$ cat src/rtl/muldiv_hilo.sv
// Iterative multiply/divide unit owning the HI/LO register pair (shift-add multiply, restoring divide).
// Optional define MULDIV_DIV0_FLAG_EN adds a div0 output and a short-cut divide-by-zero path.
module muldiv_hilo #(
  parameter int WIDTH = 32
) (
  input  logic             clk,
  input  logic             rst_n,
  input  logic             start,
  input  logic             op,
  input  logic             sign,
  input  logic [WIDTH-1:0] A,
  input  logic [WIDTH-1:0] B,
  input  logic             mthi,
  input  logic             mtlo,
  input  logic [WIDTH-1:0] wr_data,
  output logic             busy,
  output logic             done,
  output logic [WIDTH-1:0] outHI,
  output logic [WIDTH-1:0] outLO
`ifdef MULDIV_DIV0_FLAG_EN
  ,
  output logic             div0
`endif
);

  localparam int CW = (WIDTH > 1) ? $clog2(WIDTH) : 1;

  typedef enum logic [1:0] {
    IDLE = 2'd0,
    RUN  = 2'd1,
    FIX  = 2'd2
  } state_t;

  state_t             r_state;
  logic [CW-1:0]      r_count;
  logic               r_op;
  logic               r_negQ;
  logic               r_negR;
  logic               r_div0;
  logic [WIDTH-1:0]   r_aRaw;
  logic [WIDTH-1:0]   r_opnd;
  logic [2*WIDTH-1:0] r_acc;
  logic               r_busy;
  logic               r_done;
  logic [WIDTH-1:0]   r_hi;
  logic [WIDTH-1:0]   r_lo;
`ifdef MULDIV_DIV0_FLAG_EN
  logic               r_div0Out;
`endif

  logic               w_aNeg;
  logic               w_bNeg;
  logic [WIDTH-1:0]   w_aMag;
  logic [WIDTH-1:0]   w_bMag;
  logic               w_bZero;
  logic [WIDTH:0]     w_mulAdd;
  logic [2*WIDTH-1:0] w_mulNext;
  logic [WIDTH:0]     w_divCand;
  logic [WIDTH:0]     w_divTrial;
  logic               w_divOk;
  logic [2*WIDTH-1:0] w_divNext;
  logic [2*WIDTH-1:0] w_prod;
  logic [WIDTH-1:0]   w_quot;
  logic [WIDTH-1:0]   w_rem;

  assign w_aNeg  = sign & A[WIDTH-1];
  assign w_bNeg  = sign & B[WIDTH-1];
  assign w_aMag  = w_aNeg ? (~A + 1'b1) : A;
  assign w_bMag  = w_bNeg ? (~B + 1'b1) : B;
  assign w_bZero = (B == '0);

  // Multiply: upper half accumulates the multiplicand when the multiplier LSB is set, then all shifts right.
  assign w_mulAdd  = {1'b0, r_acc[2*WIDTH-1:WIDTH]} + (r_acc[0] ? {1'b0, r_opnd} : '0);
  assign w_mulNext = {w_mulAdd, r_acc[WIDTH-1:1]};

  // Divide: remainder in the upper half, quotient bits shift in from the bottom.
  assign w_divCand  = {r_acc[2*WIDTH-1:WIDTH], r_acc[WIDTH-1]};
  assign w_divTrial = w_divCand - {1'b0, r_opnd};
  assign w_divOk    = ~w_divTrial[WIDTH];
  assign w_divNext  = {(w_divOk ? w_divTrial[WIDTH-1:0] : w_divCand[WIDTH-1:0]),
                       r_acc[WIDTH-2:0], w_divOk};

  assign w_prod = r_negQ ? (~r_acc + 1'b1) : r_acc;
  assign w_quot = r_negQ ? (~r_acc[WIDTH-1:0] + 1'b1) : r_acc[WIDTH-1:0];
  assign w_rem  = r_negR ? (~r_acc[2*WIDTH-1:WIDTH] + 1'b1) : r_acc[2*WIDTH-1:WIDTH];

  always_ff @(posedge clk or negedge rst_n) begin
    if (!rst_n) begin
      r_state <= IDLE;
      r_count <= '0;
      r_op    <= 1'b0;
      r_negQ  <= 1'b0;
      r_negR  <= 1'b0;
      r_div0  <= 1'b0;
      r_aRaw  <= '0;
      r_opnd  <= '0;
      r_acc   <= '0;
      r_busy  <= 1'b0;
      r_done  <= 1'b0;
      r_hi    <= '0;
      r_lo    <= '0;
`ifdef MULDIV_DIV0_FLAG_EN
      r_div0Out <= 1'b0;
`endif
    end else begin
      r_done <= 1'b0;
`ifdef MULDIV_DIV0_FLAG_EN
      r_div0Out <= 1'b0;
`endif
      case (r_state)
        IDLE: begin
          if (mthi) r_hi <= wr_data;
          if (mtlo) r_lo <= wr_data;
          if (start) begin
            r_op    <= op;
            r_negQ  <= w_aNeg ^ w_bNeg;
            r_negR  <= w_aNeg;
            r_div0  <= op & w_bZero;
            r_aRaw  <= A;
            r_opnd  <= op ? w_bMag : w_aMag;
            r_acc   <= {{WIDTH{1'b0}}, (op ? w_aMag : w_bMag)};
            r_count <= '0;
            r_busy  <= 1'b1;
`ifdef MULDIV_DIV0_FLAG_EN
            r_state <= (op && w_bZero) ? FIX : RUN;
`else
            r_state <= RUN;
`endif
          end
        end
        RUN: begin
          r_acc   <= r_op ? w_divNext : w_mulNext;
          r_count <= r_count + 1'b1;
          if (r_count == CW'(WIDTH - 1)) r_state <= FIX;
        end
        FIX: begin
          // Divide by zero reports all-ones quotient and the untouched dividend, whatever the sign mode.
          if (!r_op) begin
            r_hi <= w_prod[2*WIDTH-1:WIDTH];
            r_lo <= w_prod[WIDTH-1:0];
          end else if (r_div0) begin
            r_hi <= r_aRaw;
            r_lo <= '1;
          end else begin
            r_hi <= w_rem;
            r_lo <= w_quot;
          end
          r_busy  <= 1'b0;
          r_done  <= 1'b1;
          r_state <= IDLE;
`ifdef MULDIV_DIV0_FLAG_EN
          r_div0Out <= r_op & r_div0;
`endif
        end
        default: r_state <= IDLE;
      endcase
    end
  end

  assign busy  = r_busy;
  assign done  = r_done;
  assign outHI = r_hi;
  assign outLO = r_lo;
`ifdef MULDIV_DIV0_FLAG_EN
  assign div0  = r_div0Out;
`endif

endmodule
$ cat config.mk
export PLATFORM = sky130hd
export DESIGN_NAME = muldiv_hilo
export DESIGN_NICKNAME = d
export VERILOG_FILES = /design/src/rtl/muldiv_hilo.sv
export SDC_FILE = /design/constraint.sdc
export NUM_CORES = 1
export LEC_CHECK = 0
export CAP_MARGIN = 20
export CORE_UTILIZATION = 59
export DETAILED_ROUTE_END_ITERATION = 10
export GPL_ROUTABILITY_DRIVEN = 0
export GPL_TIMING_DRIVEN = 0
export PLACE_DENSITY = 0.82
export SLEW_MARGIN = 20
export SYNTH_ARGS = -nofsm -noshare
export SYNTH_HDL_FRONTEND = slang
export SYNTH_SLANG_ARGS = --single-unit
$ cat constraint.sdc
create_clock -name clk -period 3.6 [get_ports clk]
set_input_delay 0.36 -clock clk [delete_from_list [all_inputs] [get_ports clk]]
set_output_delay 0.36 -clock clk [all_outputs]
set_load 0.01 [all_outputs]
# ---- Word level (Yosys, flattened, before mapping)
# Index checks and enable logic that the tools add are counted.
dict set report totals {
  word_cells 76
  regBits 205
  out_inout_bits 66
}
dict set report op_classes {
  n_addsub 8
  bitwise_logic 10
  muxes 28
  n_reduce_logical 10
  eq_ne 7
}
# op n
set ops {}
lappend ops {{$mux 32} 14}
lappend ops {{$mux 64} 3}
lappend ops {{$add 32x1->32 const B} 4}
lappend ops {{$not 32->32} 4}
lappend ops {{$pmux 32 s2} 2}
lappend ops {{$pmux 64 s2} 1}
lappend ops {{$add 64x1->64 const B} 1}
lappend ops {{$not 64->64} 1}
lappend ops {{$add 32x32->33} 1}
lappend ops {{$sub 33x32->33} 1}
lappend ops {{$logic_not 32->1} 1}
lappend ops {{$reduce_and 2->1} 6}
lappend ops {{$pmux 5 s2} 1}
lappend ops {{$ne 2x2->1 const B} 4}
lappend ops {{$add 5x1->5 const B} 1}
lappend ops {{$eq 5x5->1 const B} 1}
lappend ops {{$mux 5} 1}
lappend ops {{$mux 2} 2}
lappend ops {{$pmux 2 s2} 1}
lappend ops {{$reduce_bool 2->1} 2}
lappend ops {{$and 1x1->1} 3}
lappend ops {{$eq 2x1->1 const B} 1}
lappend ops {{$eq 2x2->1 const B} 1}
lappend ops {{$logic_not 2->1} 1}
lappend ops {{4 further kinds} 5}

# ---- Logic depth before layout (Yosys ltp)
dict set report logic_depth {
  ltp_word 6
  mapped_depth 15
  mapped_depth_nobuf 13
}

# ---- Worst setup path after synthesis
# OpenSTA, ideal clock, no wires.
dict set report synth_path {
  path_kind {reg-to-reg}
  startpoint {register r_acc[0]}
  endpoint {register r_acc[61]}
  required_time_ns 3.505
  synth_period_minus_slack_ns 3.220
  setup_ns 0.095
  path_stages_with_launch 15
  slack_ns 0.380
  n_path_buf 2
  t_arrival_ns 3.125
  cell_sequence {dfrtp_1 clkbuf_1 inv_1 clkbuf_1 nor2_1 ha_1 o211ai_1 a21oi_1 o22ai_1 o31ai_1 a21oi_1 o21ai_1 a31oi_1 mux2_2 o31ai_1}
}
dict set report synth_between {
  elab_chain_cells 4
}
# item line
set synth_rtl {}
lappend synth_rtl {{start: declaration} 42} ;# logic [2*WIDTH-1:0] r_acc;
lappend synth_rtl {{start signal: assignment} 121} ;# r_acc <= {{WIDTH{1'b0}}, (op ? w_aMag : w_bMag)};
lappend synth_rtl {{start signal: assignment} 132} ;# r_acc <= r_op ? w_divNext : w_mulNext;
lappend synth_rtl {{$mux 32} 73} ;# assign w_mulAdd = {1'b0, r_acc[2*WIDTH-1:WIDTH]} + (r_acc[0] ? {1'b0, r_opnd} : '0);
lappend synth_rtl {{$add 32x32->33} 73}
lappend synth_rtl {{$mux 64} 132}
lappend synth_rtl {{$pmux 64 s2} 110} ;# case (r_state)
# Every way passes these cells.
# A chain may end at the register's enable or synchronous reset.

# ---- Final worst setup path
dict set report layout_path {
  startpoint {register r_acc[32]}
  endpoint {register r_acc[62]}
}
dict set report layout_between {
  elab_chain_cells 4
}
# item line
set layout_rtl {}
lappend layout_rtl {{$sub 33x32->33} 78} ;# assign w_divTrial = w_divCand - {1'b0, r_opnd};
lappend layout_rtl {{$mux 32} 80} ;# assign w_divNext = {(w_divOk ? w_divTrial[WIDTH-1:0] : w_divCand[WIDTH-1:0]),
lappend layout_rtl {{$mux 64 *} 132}
lappend layout_rtl {{$pmux 64 s2 *} 110}
# Every way passes the cells marked *; elsewhere a longest branch is shown, timed or not.

==> flow_metrics.env <==
export IMPL_power_density_nw_per_um2=1100
export IMPL_start_util_pct=60.59
export IMPL_ys_seq_elements=205
export IMPL_cp_startpoint="r_acc[32]"
export IMPL_wl_mm=67.88
export IMPL_port_buffers=165
export IMPL_clk_latency_ns=0.54
export IMPL_post_route_min_period_ns=3.530
export IMPL_setup_tns_ns=0
export IMPL_nets=2563
export IMPL_drc_errors=0
export IMPL_worst_pin_slew_ns=1.198
export IMPL_setup_viol=0
export IMPL_maxCapViolations=0
export IMPL_max_freq_mhz=283.3
export IMPL_grt_pass1_vias=17630
export IMPL_cts_max_path_buffers=3
export IMPL_slowest_stage="fa_1"
export IMPL_synth_largest_area_cell="dfrtp_1"
export IMPL_power_total_mw=22.28
export IMPL_dr_total_vias=19110
export IMPL_max_stage_delay_ns=0.45
export IMPL_drv_slew=0
export IMPL_synth_ff_type="dfrtp_1"
export IMPL_die_area_um2=29530
export IMPL_cp_cell_sequence="buf_2 -> inv_1 -> fa_1 -> nand2b_1 -> a21oi_2 -> o21ai_1 -> a311oi_2 -> o32ai_2 -> nor4b_2 -> mux2i_1 -> a21o_1 -> a211oi_1"
export IMPL_yosysTopAreaCellShare_pct=30.14
export IMPL_start_kind="register"
export IMPL_cp_data_required_time_ns=4.02
export IMPL_syn_instance_count=2191
export IMPL_critPathArrivalTime_ns=3.95
export IMPL_core_um2=28090
export IMPL_syn_num_nets=2366
export IMPL_leakagePower_nw=8.387
export IMPL_area_growth_pct=19.01
export IMPL_drtAntennaViolNets=0
export IMPL_worst_slack_ns=0.06970
export IMPL_h_tree_depth=1
export IMPL_antenna_found_initial=1
export IMPL_postSynthAreaPerCell_um2=7.768
export IMPL_placed_area_um2=19200
export IMPL_grt_overflow=0
export IMPL_fillers=2235
export IMPL_die_h_um=171.8
export IMPL_synth_edf_count=0
export IMPL_groute_usage_overall_pct=45.74
export IMPL_cts_sinks=205
export IMPL_drtPass1Iterations=10
export IMPL_num_rows=61
export IMPL_hold_viol_final=0
export IMPL_path_class="register to register"
export IMPL_async_flop_share_pct=100.0
export IMPL_dp_hpwl_mm=51.34
export IMPL_grt_pass1_wl_mm=101.5
export IMPL_die_w_um=171.8
export IMPL_r2r_start="r_acc[32]"
export IMPL_status="completed"
export IMPL_clk_pin_slew_ns=0.06
export IMPL_cts_tree="done"
export IMPL_place_ws_ns=-1.108
export IMPL_cp_max_fo=8
export IMPL_cts_root_buf="clkbuf_16"
export IMPL_mostFrequentLayoutCell="nand2_1"
export IMPL_worstSetupEndpointType="register"
export IMPL_via_per_inst=6.862
export IMPL_min_path_type="primary input to async pin"
export IMPL_num_antenna_cells=0
export IMPL_io_pins=169
export IMPL_yosys_top_cells_area="dfrtp_1 30%, nand2_1 7.0%, xnor2_1 5.8%, o21ai_0 5.8%, a21oi_1 5.4%"
export IMPL_syn_cell_area_um2=17020
export IMPL_ys_types=82
export IMPL_wl_per_cell_um=24.38
export IMPL_postLayoutCellArea_um2=20250
export IMPL_grt_max_degree=101
export IMPL_cts_buffers_inserted=25
export IMPL_ys_seq_area_share_pct=30.14
export IMPL_final_cell_mix="317 x nand2_1, 200 x dfrtp_1, 195 x o21ai_0"
export IMPL_drt_initial_drc_count=2865
export IMPL_drive_gt1_share_pct=4.738
export IMPL_vdd_drop_max_mv=0.7005
export IMPL_period_share_pct=98.06
export IMPL_fin_skew_ns=0.01238
export IMPL_relSlewSlack_pct=19.87
export IMPL_hold_worst_slack_ns=0.2027
export IMPL_yosys_warnings=0
[synthesized netlist by cell type (all sizes together) (19+ instances only)]
cell type	count
o21ai	212
o22ai	38
a22oi	24
or3	21
a211oi	57
nand2	317
nor3	25
o211ai	36
nand2b	20
a21o	30
ha	70
mux2i	71
o31ai	31
xnor2	113
inv	66
nand4	22
xor2	74
clkbuf	136
nor2	175
nand3	43
dfrtp	205
a21oi	184
a31oi	19
buf	24
[sequential cells by signal, summed over array words and instances (netlist names), 2 cells and up]
signal   flops
r_acc       64
outHI       32
outLO       32
r_aRaw      32
r_opnd      32
r_count      5
r_state      2
[area by class of cell]
cell class                      instances  area, um2  area share (%)
Multi-Input combinational cell       1758      11160           55.10
Sequential cell                       205       5136           25.36
Timing Repair Buffer                  173       1759           8.685
Clock buffer                           33      695.7           3.435
Buffer                                157      619.3           3.058
Tap cell                              378      473.0           2.335
Inverter                               68      259.0           1.279
Clock inverter                         12      152.6          0.7536
[what timing repair did]
| action | 4_1_cts | 5_1_grt |
|---|---|---|
| resized for setup | 24 | 22 |
| buffers inserted | 1 | 4 |
| hold buffers | 1 | 0 |
| setup endpoints to repair | 37 | 33 |
| pin swaps | 0 | 5 |
| hold endpoints to repair | 105 | 0 |
[metal layers]
layer / global-route usage [%] / part of all wire, % / up-vias
met5: 0 / 0 / -
met3: 12.79 / 15 / 361
met4: 29.01 / 7.6 / 0
li1: - / - / 8294
met2: 65.46 / 40 / 1572
met1: 60.58 / 38 / 8878
[worst max-delay path: cells and delay by family (launching register included)]
family / cells / cell delay [ns]
AO/OA/AOI/OAI: 6 / 1.34
adder cells (fa/ha/maj): 1 / 0.45
buffers and inverters: 2 / 0.40
flip-flops: 1 / 0.39
multiplexers: 1 / 0.25
AND/OR/NAND/NOR: 2 / 0.56
[final timing paths]
kind	depth (start not counted)	slack, ns	to
min in group clk	3	0.24	r_opnd[31]
max in group asynchronous	4	2.21	r_acc[60]
worst max-delay path	12	0.07	r_acc[62]
worst max register to register	12	0.07	r_acc[62]
worst min register to register	1	0.48	r_opnd[10]
worst min-delay path	2	0.20	r_acc[7]
[power breakdown]
part           internal, mW  switching, mW
logic                  5.67           9.24
registers              3.45           1.28
clock network          1.57           1.06
[through the flow]
step | std cells | utilization [%]
after floorplan | 2191 | -
after global routing | 2784 | 72.11
after CTS | 2780 | 71.70
after global placement | 2734 | 68.16
after detailed placement | 2736 | 68.37
final | 2784 | 72.11
[cells by family after synthesis]
group           share of synthesized area, %
mux                                    4.308
compound gates                         26.22
buf+inv                                5.095
xor+xnor                               9.624
fa+ha+maj                              5.382
flops                                  30.14
simple gates                           19.23
No activity file was read; power rests on OpenSTA's default activity.
